<file path="config.mk">
export PLATFORM = sky130hd
export DESIGN_NAME = rr_vc_arbiter
export DESIGN_NICKNAME = d
export VERILOG_FILES = /design/src/rtl/rr_vc_arbiter.sv
export SDC_FILE = /design/constraint.sdc
export NUM_CORES = 1
export LEC_CHECK = 0
export CAP_MARGIN = 20
export CORE_MARGIN = 5
export CORE_UTILIZATION = 30
export DETAILED_ROUTE_END_ITERATION = 10
export MAX_ROUTING_LAYER = met4
export SYNTH_ARGS = -nofsm -noshare
export SYNTH_HDL_FRONTEND = slang
export SYNTH_SLANG_ARGS = --single-unit
</file>
<file path="constraint.sdc">
create_clock -name clk -period 3.31 [get_ports clk]
set_clock_uncertainty 0.1 [all_clocks]
set_input_delay 0.4965 -clock clk [delete_from_list [all_inputs] [get_ports clk]]
set_output_delay 0.4965 -clock clk [all_outputs]
set_load 0.005 [all_outputs]
</file>
<file path="src/rtl/rr_vc_arbiter.sv">
// Round-robin virtual-channel arbiter for one output port of the mesh switch.
// A grant is held for a whole packet; on release the pointer moves just past the winner.
module rr_vc_arbiter #(
    parameter int NUM_VC = 4,
    parameter int NUM_VN = 3,
    localparam int bits_VC = (NUM_VC > 1) ? $clog2(NUM_VC) : 1
) (
    input  logic               clk,
    input  logic               rst_p,
    input  logic [NUM_VC-1:0]  req_in,
    input  logic               grant_en,
    input  logic               tail_in,
    output logic [NUM_VC-1:0]  grant_out,
    output logic               grant_vld,
    output logic [bits_VC-1:0] grant_id,
    output logic [bits_VC-1:0] ptr_out
);

    localparam int IW = bits_VC + 1;

    typedef enum logic [0:0] {
        ST_IDLE   = 1'b0,
        ST_LOCKED = 1'b1
    } state_t;

    generate
        if (NUM_VC < 2 || NUM_VN < 1) begin : g_bad_param
            $error("rr_vc_arbiter: NUM_VC must be >= 2 and NUM_VN >= 1");
        end
    endgenerate

    // First requester at or after ptr, wrapping explicitly so non-power-of-two counts work.
    function automatic logic [bits_VC-1:0] pick_winner(
        input logic [NUM_VC-1:0]  req,
        input logic [bits_VC-1:0] ptr
    );
        logic [IW-1:0]      idx;
        logic [bits_VC-1:0] win;
        win = {bits_VC{1'b0}};
        for (int k = NUM_VC - 1; k >= 0; k--) begin
            idx = {1'b0, ptr} + IW'(k);
            if (idx >= IW'(NUM_VC)) begin
                idx = idx - IW'(NUM_VC);
            end
            if (req[idx[bits_VC-1:0]]) begin
                win = idx[bits_VC-1:0];
            end
        end
        return win;
    endfunction

    function automatic logic [bits_VC-1:0] next_ptr(input logic [bits_VC-1:0] id);
        if (id == bits_VC'(NUM_VC - 1)) begin
            return {bits_VC{1'b0}};
        end else begin
            return id + {{(bits_VC-1){1'b0}}, 1'b1};
        end
    endfunction

    state_t             r_state;
    logic [NUM_VC-1:0]  r_grant_out;
    logic               r_grant_vld;
    logic [bits_VC-1:0] r_grant_id;
    logic [bits_VC-1:0] r_ptr;

    state_t             w_state_nxt;
    logic [NUM_VC-1:0]  w_grant_nxt;
    logic               w_vld_nxt;
    logic [bits_VC-1:0] w_id_nxt;
    logic [bits_VC-1:0] w_ptr_nxt;

    logic [bits_VC-1:0] w_ptr_rel;
    logic [bits_VC-1:0] w_search_ptr;
    logic [bits_VC-1:0] w_winner;
    logic [NUM_VC-1:0]  w_onehot;
    logic               w_any_req;
    logic               w_release;

    // In the release cycle the search already starts past the finishing VC.
    assign w_ptr_rel    = next_ptr(r_grant_id);
    assign w_search_ptr = (r_state == ST_LOCKED) ? w_ptr_rel : r_ptr;
    assign w_winner     = pick_winner(req_in, w_search_ptr);
    assign w_onehot     = {{(NUM_VC-1){1'b0}}, 1'b1} << w_winner;
    assign w_any_req    = |req_in;
    assign w_release    = (grant_en & tail_in) | ~req_in[r_grant_id];

    // Next-state and next-grant decision.
    always_comb begin
        w_state_nxt = r_state;
        w_grant_nxt = r_grant_out;
        w_vld_nxt   = r_grant_vld;
        w_id_nxt    = r_grant_id;
        w_ptr_nxt   = r_ptr;
        case (r_state)
            ST_IDLE: begin
                if (w_any_req && grant_en) begin
                    w_state_nxt = ST_LOCKED;
                    w_grant_nxt = w_onehot;
                    w_vld_nxt   = 1'b1;
                    w_id_nxt    = w_winner;
                end else begin
                    w_state_nxt = ST_IDLE;
                    w_grant_nxt = {NUM_VC{1'b0}};
                    w_vld_nxt   = 1'b0;
                    w_id_nxt    = {bits_VC{1'b0}};
                end
            end
            ST_LOCKED: begin
                if (w_release) begin
                    w_ptr_nxt = w_ptr_rel;
                    if (w_any_req && grant_en) begin
                        w_state_nxt = ST_LOCKED;
                        w_grant_nxt = w_onehot;
                        w_vld_nxt   = 1'b1;
                        w_id_nxt    = w_winner;
                    end else begin
                        w_state_nxt = ST_IDLE;
                        w_grant_nxt = {NUM_VC{1'b0}};
                        w_vld_nxt   = 1'b0;
                        w_id_nxt    = {bits_VC{1'b0}};
                    end
                end else begin
                    w_state_nxt = ST_LOCKED;
                end
            end
            default: begin
                w_state_nxt = ST_IDLE;
                w_grant_nxt = {NUM_VC{1'b0}};
                w_vld_nxt   = 1'b0;
                w_id_nxt    = {bits_VC{1'b0}};
            end
        endcase
    end

    // State, grant and pointer registers; reset overrides everything.
    always_ff @(posedge clk) begin
        if (rst_p) begin
            r_state     <= ST_IDLE;
            r_grant_out <= {NUM_VC{1'b0}};
            r_grant_vld <= 1'b0;
            r_grant_id  <= {bits_VC{1'b0}};
            r_ptr       <= {bits_VC{1'b0}};
        end else begin
            r_state     <= w_state_nxt;
            r_grant_out <= w_grant_nxt;
            r_grant_vld <= w_vld_nxt;
            r_grant_id  <= w_id_nxt;
            r_ptr       <= w_ptr_nxt;
        end
    end

    assign grant_out = r_grant_out;
    assign grant_vld = r_grant_vld;
    assign grant_id  = r_grant_id;
    assign ptr_out   = r_ptr;

endmodule

</file>
# Word-level counts from Yosys, hierarchy flattened
# Cells that the tools add are included.
# totals
ram_bits,0
out_inout_bits,9
inputBits,8
latchBits,0
mem_bits_ro,0
mem_count,0
register_bits,10
# op_classes
magnitude_cmp,9
add_sub_neg,8
bitwise_logic,4
reduce_logical,3
n_mul,0
div_mod_pow,0
shifts,1
muxes,31
n_eq_ne,2
# ops
operator,n
$mux 2,12
$lt 2x3->1 const B,5
$bmux 1 s2,5
$ge 3x3->1 const B,3
$mux 1,8
$mux 4,2
$pmux 4 s2,1
$sub 2x1->2 const B,4
$add 2x2->3 const B,2
$pmux 1 s2,2
$pmux 2 s2,1
$reduce_or 4->1,1
$shl 1x2->4 const A,1
$add 2x1->3 const B,1
$ge 2x3->1 const B,1
$add 2x1->2 const B,1
$eq 2x2->1 const B,1
$ne 2x1->1 const B,1
$not 1->1,2
$reduce_and 2->1,1
$and 1x1->1,1
$logic_and 1x1->1,1
$or 1x1->1,1

# Longest topological paths before layout
# Gate-level depths: netlist (run 1).
# depth
depth_word,16
depth_mapped,6

# Least setup slack after synthesis (run 1)
# OpenSTA, ideal clock, no wires.
# synth_timing
kind,register -> register
startpoint,reg r_grant_id[0] (netlist: grant_id[0])
endpoint,reg r_grant_out[2] (netlist: grant_out[2])
arrival_ns,1.848
period_less_slack_ns,2.064
stages_incl_launch_ff,7
setup_time_ns,0.116
slack_ns,1.246
required_time_ns,3.094
path_cell_list,dfxtp_1 > ha_1 > mux2i_1 > or3_1 > a311oi_1 > inv_1 > a41o_1
# synth_via
elab_chain_cells,16
elab_cells_between_ends,40
# synth_rtl
element,line_no,rtl
from (decl),63,logic [bits_VC-1:0] r_grant_id;
from (signal assigned),141,r_grant_id <= {bits_VC{1'b0}};
from (signal assigned),147,r_grant_id <= w_id_nxt;
$add 2x1->2 or $eq 2x2->1 (tied branches),"56, 53",
$mux 2 (*),53,if (id == bits_VC'(NUM_VC - 1)) begin
net w_ptr_rel[1],72,logic [bits_VC-1:0] w_ptr_rel;
$mux 2 (*),81,assign w_search_ptr = (r_state == ST_LOCKED) ? w_ptr_rel : r_ptr;
$add 2x2->3,41,"idx = {1'b0, ptr} + IW'(k);"
$ge 3x3->1 or $sub 2x1->2 (tied branches),"42, 43",
$mux 2,42,if (idx >= IW'(NUM_VC)) begin
$bmux 1 s2,45,if (req[idx[bits_VC-1:0]]) begin
$mux 1 (implied by the code),45,
$mux 2 (3 in a row),45,
$mux 2 (*),45,
$shl 1x2->4 (*),83,"assign w_onehot = {{(NUM_VC-1){1'b0}}, 1'b1} << w_winner;"
$mux 4 (*),"96, 111",
$mux 4,109,if (w_release) begin
$pmux 4 s2 (*),94,case (r_state)
to (signal assigned),139,r_grant_out <= {NUM_VC{1'b0}};
to (signal assigned),145,r_grant_out <= w_grant_nxt;
to (decl),61,logic [NUM_VC-1:0] r_grant_out;
# Mark *: on every way through the listed nets, which the timed path passes. The rest lies on a longest branch. The select of a mux whose other input is x is not followed.
# A chain may end at the register's enable or synchronous reset.

# Final worst setup path (run 1)
# layout_timing
startpoint,reg r_grant_id[0] (netlist: grant_id[0])
endpoint,reg r_grant_out[1] (netlist: grant_out[1])
# The elaborated chain is that of the path after synthesis.

==> flow_summary_export.csv, run 1 <==
group,metric,value,unit
cells_and_area,finalNonFillerCells,104,
routing,wl,1298,um
cells_and_area,nNetsFinal,90,
timing,finalHoldViolCount,0,
global_route,grt_pass1_vias,490,
synthesis,synth_cell_type_count,28,
timing,rsz0062_at_grt,"false",
setup_path,cp_max_fo,6,
power,ir_drop,188.3,uV
setup_path,path_delay_family,"simple AND/OR/NAND/NOR gates",
synthesis,yosys_warnings,0,
clock_network,cts.sinks,10,
synthesis,avgSynthCellArea,8.617,sq um
timing,drv_slew,0,
synthesis,syn_inst,62,
routing,vias,529,
cells_and_area,diodes,0,
floorplan,chipWidth,52.20,um
global_route,antenna_found_initial,0,
timing,fin_crit_sh,73.51,%
timing,period_needed,2.433,ns
routing,post-route-drc-count,0,
routing,drtAntennaViolNets,0,
setup_path,critical_path_class,"register to register",
clock_network,cts_hold_buf,0,
setup_path,cp_cell_sequence,"ha_1, mux2i_1, nor4_1, nor4_1, nor2_1, a31o_2",
setup_path,critical_path_buf_inv_count,0,
floorplan,row_count,15,
cells_and_area,final_cell_area,739.5,sq um
cells_and_area,final_cell_mix,"16 x clkdlybuf4s50_1, 10 x dfxtp_1, 8 x nand2_1",
global_route,grt_pass1_wl,2159,um
placed_design,placedCellCount,101,
timing,fmax,411.0,MHz
cells_and_area,drive_gt1_share,6.329,%
setup_path,cpMostUsedCell,"nor4_1",
global_route,grtUsageTotal,10.97,%
power,p_sw_share,26.41,%
power,p_clk_share,29.4,%
clock_network,cts.htree.levels,1,
setup_path,critPathCaptureType,"register",
cells_and_area,final_core_util,43.30,%
placed_design,io_buffers,16,
clock_network,clockBufferDepth,2,
synthesis,synth-compound-area-share,20.61,%
cells_and_area,syn2layout_area_growth,38.41,%
synthesis,synth_mux_area_share,9.836,%
timing,finalSetupTns,0,ns
placed_design,placed_cell_area,716.9,sq um
routing,drt_first_pass_iters,4,
synthesis,synth.yosys.seq_area_share,37.47,%
clock_network,cts_setup_buffers,0,
floorplan,die_h,52.20,um
synthesis,synth-simple-area-share,27.40,%
floorplan,initial_utilization,31.28,%
placed_design,hpwl,953.6,um
synthesis,synth_fa_ha_area_share,2.342,%
power,leakagePower,0.2673,nW
global_route,overflow,0,
routing,drtIter0Drc,14,
synthesis,synth_top_family_by_area,"simple AND/OR/NAND/NOR gates",
worst_hold_path,hold_path.class,"register to register",
setup_path,startpoint_type,"register",
setup_path,crit_arrival,2.49,ns
power,total_power,0.2721,mW
clock_network,clk_pin_slew_worst_paths,0.06,ns
timing,worst_hold_slack,0.3573,ns
clock_network,cts_buffers,3,
power,internal_power,0.2003,mW
floorplan,die-area,2725,sq um
setup_path,slowest_delay,0.63,ns
timing,maxSlewHeadroom,51.22,%
run_status,outcome,"finished, final reports clean",
placed_design,place_ws,0.7008,ns
routing,vias_per_cell,5.087,
timing,worstMarginPinSlew,0.7250,ns
clock_network,cts_root_buffer,"clkbuf_4",
clock_network,cts_tree,"done",
power,p_seq_share,48.5,%
clock_network,clk_latency,0.26,ns
synthesis,netlist_area,534.3,sq um
power,power_frac_comb,22.1,%
setup_path,cpMaxStageDelayCell,"nor4_1",
power,p_sw,0.07187,mW
floorplan,pin_count,17,
global_route,grt_max_degree,12,
clock_network,cts_resized,0,
cells_and_area,layout_commonest_cell,"clkdlybuf4s50_1",
setup_path,rrSetupSlack,0.88,ns
synthesis,yosys.area_share.xor_xnor,0,%
power,power_density,368.0,nW/um^2
placed_design,routabilityCongestion,0.7662,
floorplan,core-area,1708,sq um
timing,finalSetupViolCount,0,
synthesis,ys_seq_elements,10,
routing,wl_per_cell,12.48,um
timing,worst_slack,0.8770,ns
job,max-cap-violations,0,
synthesis,syn-num-nets,71,
setup_path,required,3.36,ns
-- kinds of logic (layout without fill, tap and decap cells) --
kind of cell,after synthesis,count (layout)
flops,10,10
simple gates,29,29
buf+inv,3,20
mux,4,4
compound gates,15,15
fa+ha+maj,1,1
-- metal layers --
| metal | global-route usage (%) | vias to the layer above | share of wire, % |
|---|---|---|---|
| met4 | 7.660 | 0 | 2.7 |
| met1 | 15.42 | 232 | 52 |
| met5 | - | - | 0 |
| met2 | 13.60 | 21 | 40 |
| met3 | 2.279 | 4 | 5.5 |
| li1 | - | 272 | - |
-- cells in the mapped netlist --
library cell	number	area, sq um
dfxtp_1	10	200.2
nand2_1	8	30.03
a21oi_1	6	30.03
nor2_1	6	22.52
mux2i_1	3	30.03
nand3_1	3	15.01
and2_1	2	12.51
nand2b_1	2	12.51
nor3b_1	2	15.01
nor4_1	2	12.51
a21boi_0	1	7.510
a311oi_1	1	8.760
a31o_2	1	8.760
a41o_1	1	10.01
and3_1	1	6.260
clkbuf_1	1	3.750
clkbuf_2	1	5.000
ha_1	1	12.51
inv_1	1	3.750
mux4_2	1	22.52
nand4_1	1	6.260
o211a_1	1	10.01
o22ai_1	1	6.260
o32ai_1	1	8.760
o41a_1	1	11.26
o41ai_1	1	8.760
or3_1	1	6.260
or4_1	1	7.510
-- sequential cells by signal (all words and copies together), names as in the netlist --
signal     cells
grant_id       2
grant_out      4
grant_vld      1
ptr_out        2
r_state        1
-- path summary, 6_finish.rpt --
path                                    from      endpoint  depth (start not counted)
worst min register to register  grant_out[0]  grant_out[0]                          2
worst min-delay path            grant_out[0]  grant_out[0]                          2
worst max register to register   grant_id[0]  grant_out[1]                          6
worst max-delay path             grant_id[0]  grant_out[1]                          6
-- layout make-up --
type                       count  area (sq um)
multi-input combinational     49         321.6
timing repair buffer          16         160.2
fill                         188         968.4
tap                           25         31.28
inverter                       1         3.754
clock buffer                   3         22.52
sequential                    10         200.2
-- worst reg2reg max path: stages (launching register included) --
cell and delay [ns]:
dfxtp_1 0.45, ha_1 0.28, mux2i_1 0.40, nor4_1 0.13, nor4_1 0.63, nor2_1 0.09, a31o_2 0.25
-- power by group through the flow --
stage	sequential [mW]	combinational, mW	clock (mW)
2_1_floorplan	0.134	0.0317	0
3_3_place_gp	0.135	0.0597	0
3_5_place_dp	0.135	0.0594	0
4_1_cts	0.132	0.0597	0.0837
5_1_grt	0.133	0.0658	0.0908
6_report	0.132	0.0602	0.0800
(Power assumes the default switching activity.)
==> inputs of run 2 (changes only) <==
clock period = 2.3 ns   (was 3.31 ns; I/O delays follow)
==> run 2 against run 1 <==
Utilization grew 4.6 points. Via count is 8.7% higher. Hold slack worse by 0.0028 ns. Final cell count rose by 9.6%. Clock power grew 44%. Register-to-register slack got worse by 0.71 ns. Total power rose by 51%. Sequential cell count stayed put. Cell area grew 11%. Non-clock buffer count grew 10. Critical path type unchanged. Largest cell class unchanged. Highest routed layer unchanged.
==> flow_summary_export.csv, run 2 (synthesized netlist as in run 1, its figures left out) <==
group,metric,value,unit
run_status,outcome,"finished, final reports clean",
global_route,overflow,0,
floorplan,core-area,1708,sq um
job,max-cap-violations,0,
power,p_sw_share,26.16,%
power,ir_drop,275.1,uV
clock_network,cts_hold_buf,0,
routing,drt_first_pass_iters,4,
setup_path,critPathCaptureType,"register",
floorplan,pin_count,17,
setup_path,critical_path_class,"register to register",
routing,wl_per_cell,12.40,um
setup_path,required,2.35,ns
floorplan,chipWidth,52.20,um
timing,fin_crit_sh,92.89,%
timing,worstMarginPinSlew,0.5133,ns
floorplan,die_h,52.20,um
power,p_sw,0.1072,mW
global_route,grt_pass1_vias,544,
cells_and_area,final_cell_mix,"16 x clkdlybuf4s50_1, 10 x dfxtp_1, 10 x buf_4",
clock_network,cts.sinks,10,
power,total_power,0.4097,mW
power,internal_power,0.3026,mW
timing,fmax,468.1,MHz
setup_path,cp_max_fo,6,
routing,drtIter0Drc,16,
setup_path,crit_arrival,2.19,ns
floorplan,row_count,15,
clock_network,clockBufferDepth,2,
setup_path,cpMaxStageDelayCell,"a311oi_1",
timing,finalHoldViolCount,0,
routing,drtAntennaViolNets,0,
setup_path,startpoint_type,"register",
global_route,grt_pass1_wl,2401,um
placed_design,hpwl,1110,um
clock_network,cts_buffers,3,
routing,vias,575,
timing,finalSetupTns,0,ns
power,leakagePower,0.3170,nW
routing,met3WireLength,46,um
power,p_seq_share,46.0,%
setup_path,slowest_delay,0.40,ns
power,power_density,500.7,nW/um^2
clock_network,clk_latency,0.26,ns
placed_design,routabilityCongestion,0.7749,
routing,wl_met1,705,um
clock_network,cts_tree,"done",
power,p_clk_share,28.0,%
routing,wl,1414,um
routing,met2_length,620,um
timing,period_needed,2.136,ns
power,power_frac_comb,26.1,%
cells_and_area,layout_commonest_cell,"clkdlybuf4s50_1",
routing,routed.top_layer,"met4",
worst_hold_path,hold_path.class,"register to register",
setup_path,cp_cell_sequence,"ha_1, mux2i_2, or3_1, a311oi_1, buf_4, inv_1, a41o_1",
routing,vias_per_cell,5.044,
clock_network,clk_pin_slew_worst_paths,0.06,ns
placed_design,io_buffers,16,
timing,maxSlewHeadroom,65.34,%
clock_network,cts_root_buffer,"clkbuf_4",
clock_network,cts_setup_buffers,0,
timing,drv_slew,0,
floorplan,die-area,2725,sq um
timing,finalSetupViolCount,0,
floorplan,initial_utilization,31.28,%
routing,post-route-drc-count,0,
cells_and_area,nNetsFinal,100,
cells_and_area,largest_register_ffs,4,
cells_and_area,drive_gt1_share,17.98,%
global_route,grt_max_degree,12,
timing,rsz0062_at_grt,"false",
global_route,grtUsageTotal,12.10,%
cells_and_area,diodes,0,
clock_network,cts.htree.levels,1,
global_route,antenna_found_initial,0,
cells_and_area,syn2layout_area_growth,53.16,%
## run 2: changes by cell type in the layout (fill, tap and decap cells not counted), sizes merged
cell	before	now
buf	0	10
## run 2: power groups by stage
stage	logic (mW)	clock network, mW	registers [mW]
3_3_place_gp	0.104	0	0.192
3_5_place_dp	0.106	0	0.192
2_1_floorplan	0.0456	0	0.193
6_report	0.107	0.115	0.188
5_1_grt	0.117	0.127	0.190
4_1_cts	0.106	0.119	0.188
## run 2: cell type report
| class | count | area (sq um) |
|---|---|---|
| Inverter | 1 | 3.754 |
| Clock buffer | 3 | 22.52 |
| Timing Repair Buffer | 26 | 235.2 |
| Tap cell | 25 | 31.28 |
| Fill cell | 167 | 889.6 |
| Sequential cell | 10 | 200.2 |
| Multi-Input combinational cell | 49 | 325.3 |
## run 2: metrics by stage
| step | util (%) | cell area, sq um | setup slack, ns | hold slack [ns] | cells |
|---|---|---|---|---|---|
| after detailed placement | 46.37 | 792.0 | -0.03021 | 0.3496 | 111 |
| final | 47.91 | 818.3 | 0.1636 | 0.3545 | 114 |
| after global routing | 47.91 | 818.3 | 0.06465 | 0.3876 | 114 |
| after floorplan | - | 534.3 | 0.2355 | 0.3527 | 62 |
| after global placement | 46.37 | 792.0 | -0.01083 | 0.3468 | 111 |
| after CTS | 47.69 | 814.5 | 0.1140 | 0.3584 | 114 |
## run 2: routing by layer
| layer | global-route usage (%) | up-vias |
|---|---|---|
| met2 | 17.36 | 12 |
| met4 | 7.660 | 0 |
| met3 | 1.994 | 5 |
| met5 | - | - |
| met1 | 15.71 | 268 |
| li1 | - | 290 |
## run 2: repair_timing
item,4_1_cts,5_1_grt
resized for setup,0,1
endpoints found under the setup margin,0,1
hold endpoints to repair,0,0
## run 2: final timing paths
| path | startpoint | endpoint | slack, ns | cells after the start |
|---|---|---|---|---|
| worst min-delay path | grant_vld | grant_vld | 0.35 | 2 |
| worst max-delay path | grant_id[1] | grant_out[2] | 0.16 | 7 |
| worst max register to register | grant_id[1] | grant_out[2] | 0.16 | 7 |
| worst min register to register | grant_vld | grant_vld | 0.35 | 2 |
## run 2: critical path, delay by kind of cell (launching register included)
kind	cells	cell delay (ns)
fa+ha+maj	1	0.32
compound gates	2	0.56
buf+inv	2	0.24
flops	1	0.31
simple gates	1	0.38
mux	1	0.12
